===== src/rtl/fifo_wr_arbiter_pkg.sv =====
// Shared types and the round-robin pick helper for the FIFO write-port arbiter.
package easyobv_arb_pkg;

    typedef enum logic {ARB_IDLE, ARB_BUSY} arb_state_t;

    localparam int RR_MAX_SRC = 16;
    localparam int RR_IDX_W   = 4;

    // Returns {found, idx}: first set bit of req scanning upward from last+1, wrapping at n.
    function automatic logic [RR_IDX_W:0] rr_pick(input logic [RR_MAX_SRC-1:0] req,
                                                   input logic [RR_IDX_W-1:0]   last,
                                                   input int                    n);
        logic                found;
        logic [RR_IDX_W-1:0] idx;
        int                  cand;
        found = 1'b0;
        idx   = '0;
        for (int off = 1; off <= RR_MAX_SRC; off++) begin
            cand = int'(last) + off;
            if (cand >= n) cand = cand - n;
            if (off <= n && !found && req[cand[RR_IDX_W-1:0]]) begin
                found = 1'b1;
                idx   = cand[RR_IDX_W-1:0];
            end
        end
        return {found, idx};
    endfunction

endpackage


===== src/rtl/fifo_wr_arbiter_pick.sv =====
// Combinational rotate-and-priority-encode wrapper around rr_pick.
module rr_pick_comb
    import easyobv_arb_pkg::*;
#(
    parameter  int N_SRC = 4,
    localparam int IDW   = (N_SRC > 1) ? $clog2(N_SRC) : 1
) (
    input  logic [N_SRC-1:0] req,
    input  logic [IDW-1:0]   last,
    output logic             found,
    output logic [IDW-1:0]   idx
);

    logic [RR_IDX_W:0] pick;

    assign pick  = rr_pick(RR_MAX_SRC'(req), RR_IDX_W'(last), N_SRC);
    assign found = pick[RR_IDX_W];
    assign idx   = IDW'(pick[RR_IDX_W-1:0]);

endmodule


===== src/rtl/fifo_wr_arbiter.sv =====
// Packet-aware round-robin arbiter sharing one sync_fifo write port among N_SRC streams.
// Each FIFO word is {src_id, tlast, tdata} so the read side can demultiplex.
module fifo_wr_arbiter
    import easyobv_arb_pkg::*;
#(
    parameter  int N_SRC     = 4,
    parameter  int DWIDTH    = 32,
    parameter  int MAX_BURST = 0,
    localparam int IDW       = (N_SRC > 1) ? $clog2(N_SRC) : 1
) (
    input  logic                    clk,
    input  logic                    rst,
    input  logic [N_SRC*DWIDTH-1:0] s_tdata,
    input  logic [N_SRC-1:0]        s_tvalid,
    input  logic [N_SRC-1:0]        s_tlast,
    output logic [N_SRC-1:0]        s_tready,
    output logic [IDW+DWIDTH:0]     fifo_wr_data,
    output logic                    fifo_wr_en,
    input  logic                    fifo_wr_full,
    output logic                    grant_valid,
    output logic [IDW-1:0]          grant_id
);

    localparam int             BCW           = (MAX_BURST > 0) ? $clog2(MAX_BURST + 1) : 1;
    localparam logic [BCW-1:0] LAST_BEAT_CNT = BCW'((MAX_BURST > 0) ? MAX_BURST - 1 : 0);
    localparam logic [IDW-1:0] RR_RESET      = IDW'(N_SRC - 1);

    arb_state_t        state, state_next;
    logic [IDW-1:0]    grant_q;
    logic [IDW-1:0]    rr_last;
    logic [BCW-1:0]    beat_cnt;
    logic              pick_found;
    logic [IDW-1:0]    pick_idx;
    logic              sel_valid;
    logic              sel_last;
    logic [DWIDTH-1:0] sel_data;
    logic              burst_hit;
    logic              beat;
    logic              rel_now;

    rr_pick_comb #(.N_SRC(N_SRC)) u_pick (
        .req   (s_tvalid),
        .last  (rr_last),
        .found (pick_found),
        .idx   (pick_idx)
    );

    assign sel_valid = s_tvalid[grant_q];
    assign sel_last  = s_tlast[grant_q];
    assign sel_data  = s_tdata[int'(grant_q)*DWIDTH +: DWIDTH];
    assign burst_hit = (MAX_BURST != 0) && (beat_cnt == LAST_BEAT_CNT);

    // Ready is derived combinationally from full so no beat is ever offered into a full FIFO.
    always_comb begin
        state_next = state;
        s_tready   = '0;
        beat       = 1'b0;
        rel_now    = 1'b0;
        case (state)
            ARB_IDLE: begin
                if (pick_found) state_next = ARB_BUSY;
            end
            ARB_BUSY: begin
                s_tready[grant_q] = ~fifo_wr_full;
                beat              = sel_valid & ~fifo_wr_full;
                rel_now           = beat & (sel_last | burst_hit);
                if (rel_now) state_next = ARB_IDLE;
            end
            default: state_next = ARB_IDLE;
        endcase
    end

    assign fifo_wr_en   = beat;
    assign fifo_wr_data = {grant_q, sel_last, sel_data};
    assign grant_valid  = (state == ARB_BUSY);
    assign grant_id     = grant_q;

    always_ff @(posedge clk) begin
        if (rst) begin
            state    <= ARB_IDLE;
            grant_q  <= '0;
            rr_last  <= RR_RESET;
            beat_cnt <= '0;
        end else begin
            state <= state_next;
            if (state == ARB_IDLE && pick_found) begin
                grant_q <= pick_idx;
                rr_last <= pick_idx;
            end
            // tlast and burst limit on the same beat collapse into one release.
            if (rel_now) begin
                beat_cnt <= '0;
                grant_q  <= '0;
            end else if (beat) begin
                beat_cnt <= beat_cnt + BCW'(1);
            end
        end
    end

endmodule


===== config.mk =====
export PLATFORM = sky130hd
export DESIGN_NAME = fifo_wr_arbiter
export DESIGN_NICKNAME = d
export VERILOG_FILES = /design/src/rtl/fifo_wr_arbiter_pkg.sv /design/src/rtl/fifo_wr_arbiter_pick.sv /design/src/rtl/fifo_wr_arbiter.sv
export SDC_FILE = /design/constraint.sdc
export NUM_CORES = 1
export LEC_CHECK = 0
export ABC_AREA = 1
export CELL_PAD_IN_SITES_DETAIL_PLACEMENT = 0
export CELL_PAD_IN_SITES_GLOBAL_PLACEMENT = 1
export CORE_ASPECT_RATIO = 1.4
export CORE_UTILIZATION = 16
export CTS_CLUSTER_SIZE = 10
export DETAILED_ROUTE_END_ITERATION = 10
export PLACE_DENSITY = 0.87
export SYNTH_ARGS = -nofsm -noshare
export SYNTH_HDL_FRONTEND = slang
export SYNTH_SLANG_ARGS = --single-unit
export TNS_END_PERCENT = 100

===== constraint.sdc =====
create_clock -name clk -period 5.59 [get_ports clk]
set_input_delay 1.118 -clock clk [delete_from_list [all_inputs] [get_ports clk]]
set_output_delay 1.118 -clock clk [all_outputs]
set_load 0.005 [all_outputs]

Word-level counts from Yosys, hierarchy flattened
Index checks and enable logic that the tools add are counted.
{"block": "op_classes", "addsub": 8, "mul": 0, "n_div": 0, "magnitude_cmp": 10, "eq_ne": 0, "n_shift": 1, "mux": 32, "bitwise_logic": 5, "reduce_logical": 9}
{"op": "32-bit by 4-bit greater-or-equal comparator with 1-bit output (second input constant)", "n": 4}
{"op": "128-bit by 8-bit indexed part select with 32-bit output", "n": 1}
{"op": "4-bit by 5-bit less-than comparator with 1-bit output (second input constant)", "n": 4}
{"op": "4-bit two-way mux", "n": 5}
{"op": "1-bit binary-select mux with 4-bit select", "n": 4}
{"op": "4-bit subtractor (second input constant)", "n": 4}
{"op": "1-bit two-way mux", "n": 15}
{"op": "2-bit two-way mux", "n": 4}
{"op": "2-bit by 2-bit adder with 3-bit output (second input constant)", "n": 2}
{"op": "1-bit logical AND", "n": 5}
{"op": "2-bit by 3-bit adder with 4-bit output (second input constant)", "n": 1}
{"op": "4-bit bitwise AND", "n": 1}
{"op": "1-bit binary-select mux with 2-bit select", "n": 2}
{"op": "2-bit by 1-bit adder with 3-bit output (second input constant)", "n": 1}
{"op": "1-bit zero test", "n": 3}
{"op": "2-bit by 3-bit less-than comparator with 1-bit output (second input constant)", "n": 1}
{"op": "1-bit bitwise AND", "n": 2}
{"op": "1-bit demux with 2-bit select", "n": 1}
{"op": "2-bit by 1-bit greater-or-equal comparator with 1-bit output (second input constant)", "n": 1}
{"op": "1-bit inverter", "n": 2}
{"op": "1-bit one-hot mux with 2 select lines", "n": 1}
{"op": "2-bit OR reduction", "n": 1}
{"block": "word_totals", "reg_bits": 5, "latchBits": 0, "mem_bits_rw": 0, "rom_bits": 0, "inputBits": 139, "out_inout_bits": 43, "word_cells": 68, "mem_count": 0}

Depth between registers and ports, before layout
{"block": "depth", "ltp_word": 17, "mapped_depth": 12, "ltp_nobuf": 12}

By module
Synthesis repeated with hierarchy kept, for this count alone.
{"block": "unflattened", "cells_unflattened": 264, "hier_area_um2": 1463.9}
{"mod": "fifo_wr_arbiter", "n_inst": 1, "cells_each": 208, "area_per_inst_um2": 1147.4}
{"mod": "rr_pick_comb", "n_inst": 1, "cells_each": 56, "area_per_inst_um2": 316.6}

Worst setup path after synthesis
OpenSTA, ideal clock, no wires.
{"block": "synth_timing", "kind": "input to output", "startpoint": "input fifo_wr_full", "endpoint": "output fifo_wr_en", "t_arrival_ns": 1.473, "slack_ns": 2.999, "cell_stages": 3, "n_path_buf": 0, "path_cell_list": "nor2_1 -> inv_1 -> a31oi_1"}
{"block": "synth_via", "elab_chain_len": 3}
{"item": "start, declared", "line": "fifo_wr_arbiter.sv:19", "text": "input logic fifo_wr_full,"}
{"item": "1-bit inverter", "line": "fifo_wr_arbiter.sv:65", "text": "beat = sel_valid & ~fifo_wr_full;"}
{"item": "1-bit bitwise AND", "line": "fifo_wr_arbiter.sv:65"}
{"item": "1-bit two-way mux", "line": "fifo_wr_arbiter.sv:59", "text": "case (state)"}
{"item": "end, declared", "line": "fifo_wr_arbiter.sv:18", "text": "output logic fifo_wr_en,"}
No other way between the ends.

Worst setup path after layout
{"block": "layout_timing", "startpoint": "register grant_q[1] (netlist: grant_id[1])", "endpoint": "output fifo_wr_data[14]"}
{"block": "layout_via", "elab_chain_len": 1}
{"item": "start, declared", "line": "fifo_wr_arbiter.sv:29", "text": "logic [IDW-1:0] grant_q;"}
{"item": "start signal, assigned", "line": "fifo_wr_arbiter.sv:87", "text": "grant_q <= pick_idx;"}
{"item": "128-bit by 8-bit indexed part select with 32-bit output", "line": "fifo_wr_arbiter.sv:50", "text": "assign sel_data = s_tdata[int'(grant_q)*DWIDTH +: DWIDTH];"}
{"item": "end, declared", "line": "fifo_wr_arbiter.sv:17", "text": "output logic [IDW+DWIDTH:0] fifo_wr_data,"}
No other way between the ends.

==> summary.md <==
| Metric | Value |
|---|---|
| Post-DRT Antenna Nets | `0` |
| Rows | `40` |
| Worst-margin pin slew | `0.914 ns` |
| Hold Fails Final Rpt | `0` |
| Vias per std cell | `4.83` |
| Max cap viols | `0` |
| CTS Hold Buffers Added | `0` |
| Fin util | `39.0%` |
| Startpoint Class | `flip-flop` |
| Layout cells sized above 1 | `6.25%` |
| H-tree levels | `1` |
| Finish-stage setup viols | `0` |
| Beginning of the critical path | `grant_id[1]` |
| CP endpoint kind | `output port` |
| Hold WS | `0.511 ns` |
| I/O pin total | `182` |
| Syn avg cell area | `5.71 µm²` |
| Area growth syn-to-layout | `135%` |
| Worst-path clk slew | `0.03 ns` |
| DP HPWL | `5920 µm` |
| Hold Crit Endpoint | `grant_valid` |
| Clock latency on the worst-skew pair | `0.22 ns` |
| Final TNS setup | `0 ns` |
| Status | `completed` |
| Setup CP Type | `flip-flop to output port` |
| Tightest Hold Check Type | `flip-flop to flip-flop` |
| Cell Pwr Density | `451 mW/mm²` |
| Initial core utilization | `16.6%` |
| Rel. slew slack | `38.9%` |
| Vias in the first global route | `2299` |
| Crit path DAT | `2.67 ns` |
| Clock buffer depth | `2` |
| Antenna Cells | `0` |
| Post-synth top cells | `105 x nand3_1, 32 x a22oi_1, 25 x nand2_1` |
| Top cell type's share of synthesized area | `36.5%` |
| Prevailing post-synth register cell | `dfxtp_1` |
| Synth warnings | `0` |
| DRC errors left | `0` |
| Chip height | `114 µm` |
| Chip width | `82.1 µm` |
| Post-synthesis sequential area ratio | `6.96%` |
| Start point of the worst min-delay path | `grant_valid` |
| Post-CTS setup buffer count | `0` |
| Hold Path Cell Cnt | `2` |
| CTS root buffer | `clkbuf_16` |
| Final worst slack | `1.80 ns` |
| RSZ-0062 raised after global routing | `false` |
| Final Wtd Congestion | `0.870` |
| Post-Syn Area | `0.00144 mm²` |
| CTS tree | `done` |
| Die area | `0.00938 mm²` |
| Most common cell in the netlist | `nand3_1` |
| Async set or reset register ratio after synthesis | `0%` |
| Syn Inst Count | `252` |
| Final wirelength | `7640 µm` |
| VDD IR max | `294 µV` |
| Global-route wire length before repair | `10800 µm` |
| Static Leak | `1.30 nW` |
| TritonCTS Buffers | `3` |
| CP required | `4.47 ns` |
| Tmin final | `3.79 ns` |
| Total global-route track usage | `14.7%` |
| Largest net degree at the start of global routing | `39` |
| Initial antenna violation count | `1` |
| Max Clock Skew | `0.000606 ns` |
| FF-to-FF End | `grant_id[0]` |
| Core region area | `0.00866 mm²` |
| Initial drt markers | `48` |
| Syn_nets | `396` |
| Area leader, netlist | `nand3_1` |
| Synth top area cells | `nand3_1 37%, a22oi_1 17%, dfxtp_1 7.0%` |
| Crit share post-route | `67.8%` |
| Pre-CTS WS | `1.92 ns` |
| Final Max Tran Viols | `0` |
| F_max | `264 MHz` |
| #FFs+latches synth | `5` |
| Avg WL per Cell | `14.7 µm` |
| Sink Count | `5` |
| Nets | `561` |
| PostCTS Resize Cnt | `0` |
| Reg-to-reg slack, setup | `3.35 ns` |
| Routed vias | `2517` |
| Input/output buffers | `181` |
| Reg2reg start | `grant_id[0]` |
| Post-synthesis cell type count | `27` |
| CP max FO | `38` |
| Drt pass-1 iters | `5` |
| GRT Residual Overflow | `0` |
| Post-synth EDFFs | `0` |
| Reg2reg path depth | `6` |
==> worst max-delay path by stage <==
stage                       endpoint  slack [ns]  cells after the start
floorplan                 fifo_wr_en        3.00                      3
global placement          fifo_wr_en        1.95                      4
detailed placement        fifo_wr_en        1.92                      4
CTS                 fifo_wr_data[26]        1.78                      5
global route        fifo_wr_data[26]        1.62                      5
finish              fifo_wr_data[14]        1.80                      5
==> report_power, final <==
part	switching (mW)	internal, mW	leakage, nW
combinational	0.637	0.652	1.22
sequential	0.0661	0.0530	0.0420
clock	0.0222	0.0944	0.0382
==> layout make-up <==
cell class / count / area, µm²
fill: 901 / 5280
timing repair buffer: 184 / 1830
sequential: 5 / 101
multi-input combinational: 210 / 1180
tap: 105 / 131
clock buffer: 4 / 78.8
inverter: 13 / 51.3
==> worst max-delay path, cell delays in order, from the launching register on <==
cell             delay (ns)
dfxtp_2                0.55
nor2_2                 0.73
buf_4                  0.37
a22oi_1                0.13
nand3_1                0.14
clkdlybuf4s50_1        0.51
==> sequential cells by signal, indices dropped and copies added (netlist names) <==
name	flops
grant_id	2
rr_last	2
grant_valid	1
==> kinds of logic after synthesis <==
family | Yosys count | synth area share (%)
DFF | 5 | 6.96
buffers and inverters | 37 | 10.9
AOI/OAI and AO/OA | 42 | 20.9
adders and majority gates | 5 | 4.35
and+or+nand+nor | 163 | 57.0
==> through the flow <==
stage	instances	area [µm²]	total power, mW
after floorplan	252	1440	0.791
after global routing	521	3380	1.67
final	521	3380	1.52
after global placement	517	3300	1.41
after detailed placement	517	3300	1.42
after CTS	521	3380	1.54
==> placed cells by master, fill, tap and decap left out, types with 2 or more instances in the layout <==
master           synthesis  routed
clkdlybuf4s50_1          0     181
nand3_1                105     105
a22oi_1                 32      32
nand2_1                 25      25
nor2_1                  16      16
inv_1                    9       9
nand2_2                  7       7
ha_1                     5       5
dfxtp_1                  5       4
inv_2                    3       3
nand4_1                  3       3
nand3_2                  3       3
a21oi_1                  3       3
clkbuf_16                0       3
buf_4                    3       3
o22ai_1                  2       2
==> per-layer routing <==
layer | track usage, % | wire, µm | vias up | part of all wire (%)
li1 | - | - | 1243 | -
met1 | 14.6 | 2700 | 1144 | 35
met2 | 29.6 | 3950 | 126 | 52
met3 | 4.78 | 978 | 2 | 13
met4 | 1.05 | 0 | 2 | 0
met5 | 0 | 13 | - | 0.17
Power figures use the tool's default switching activity.
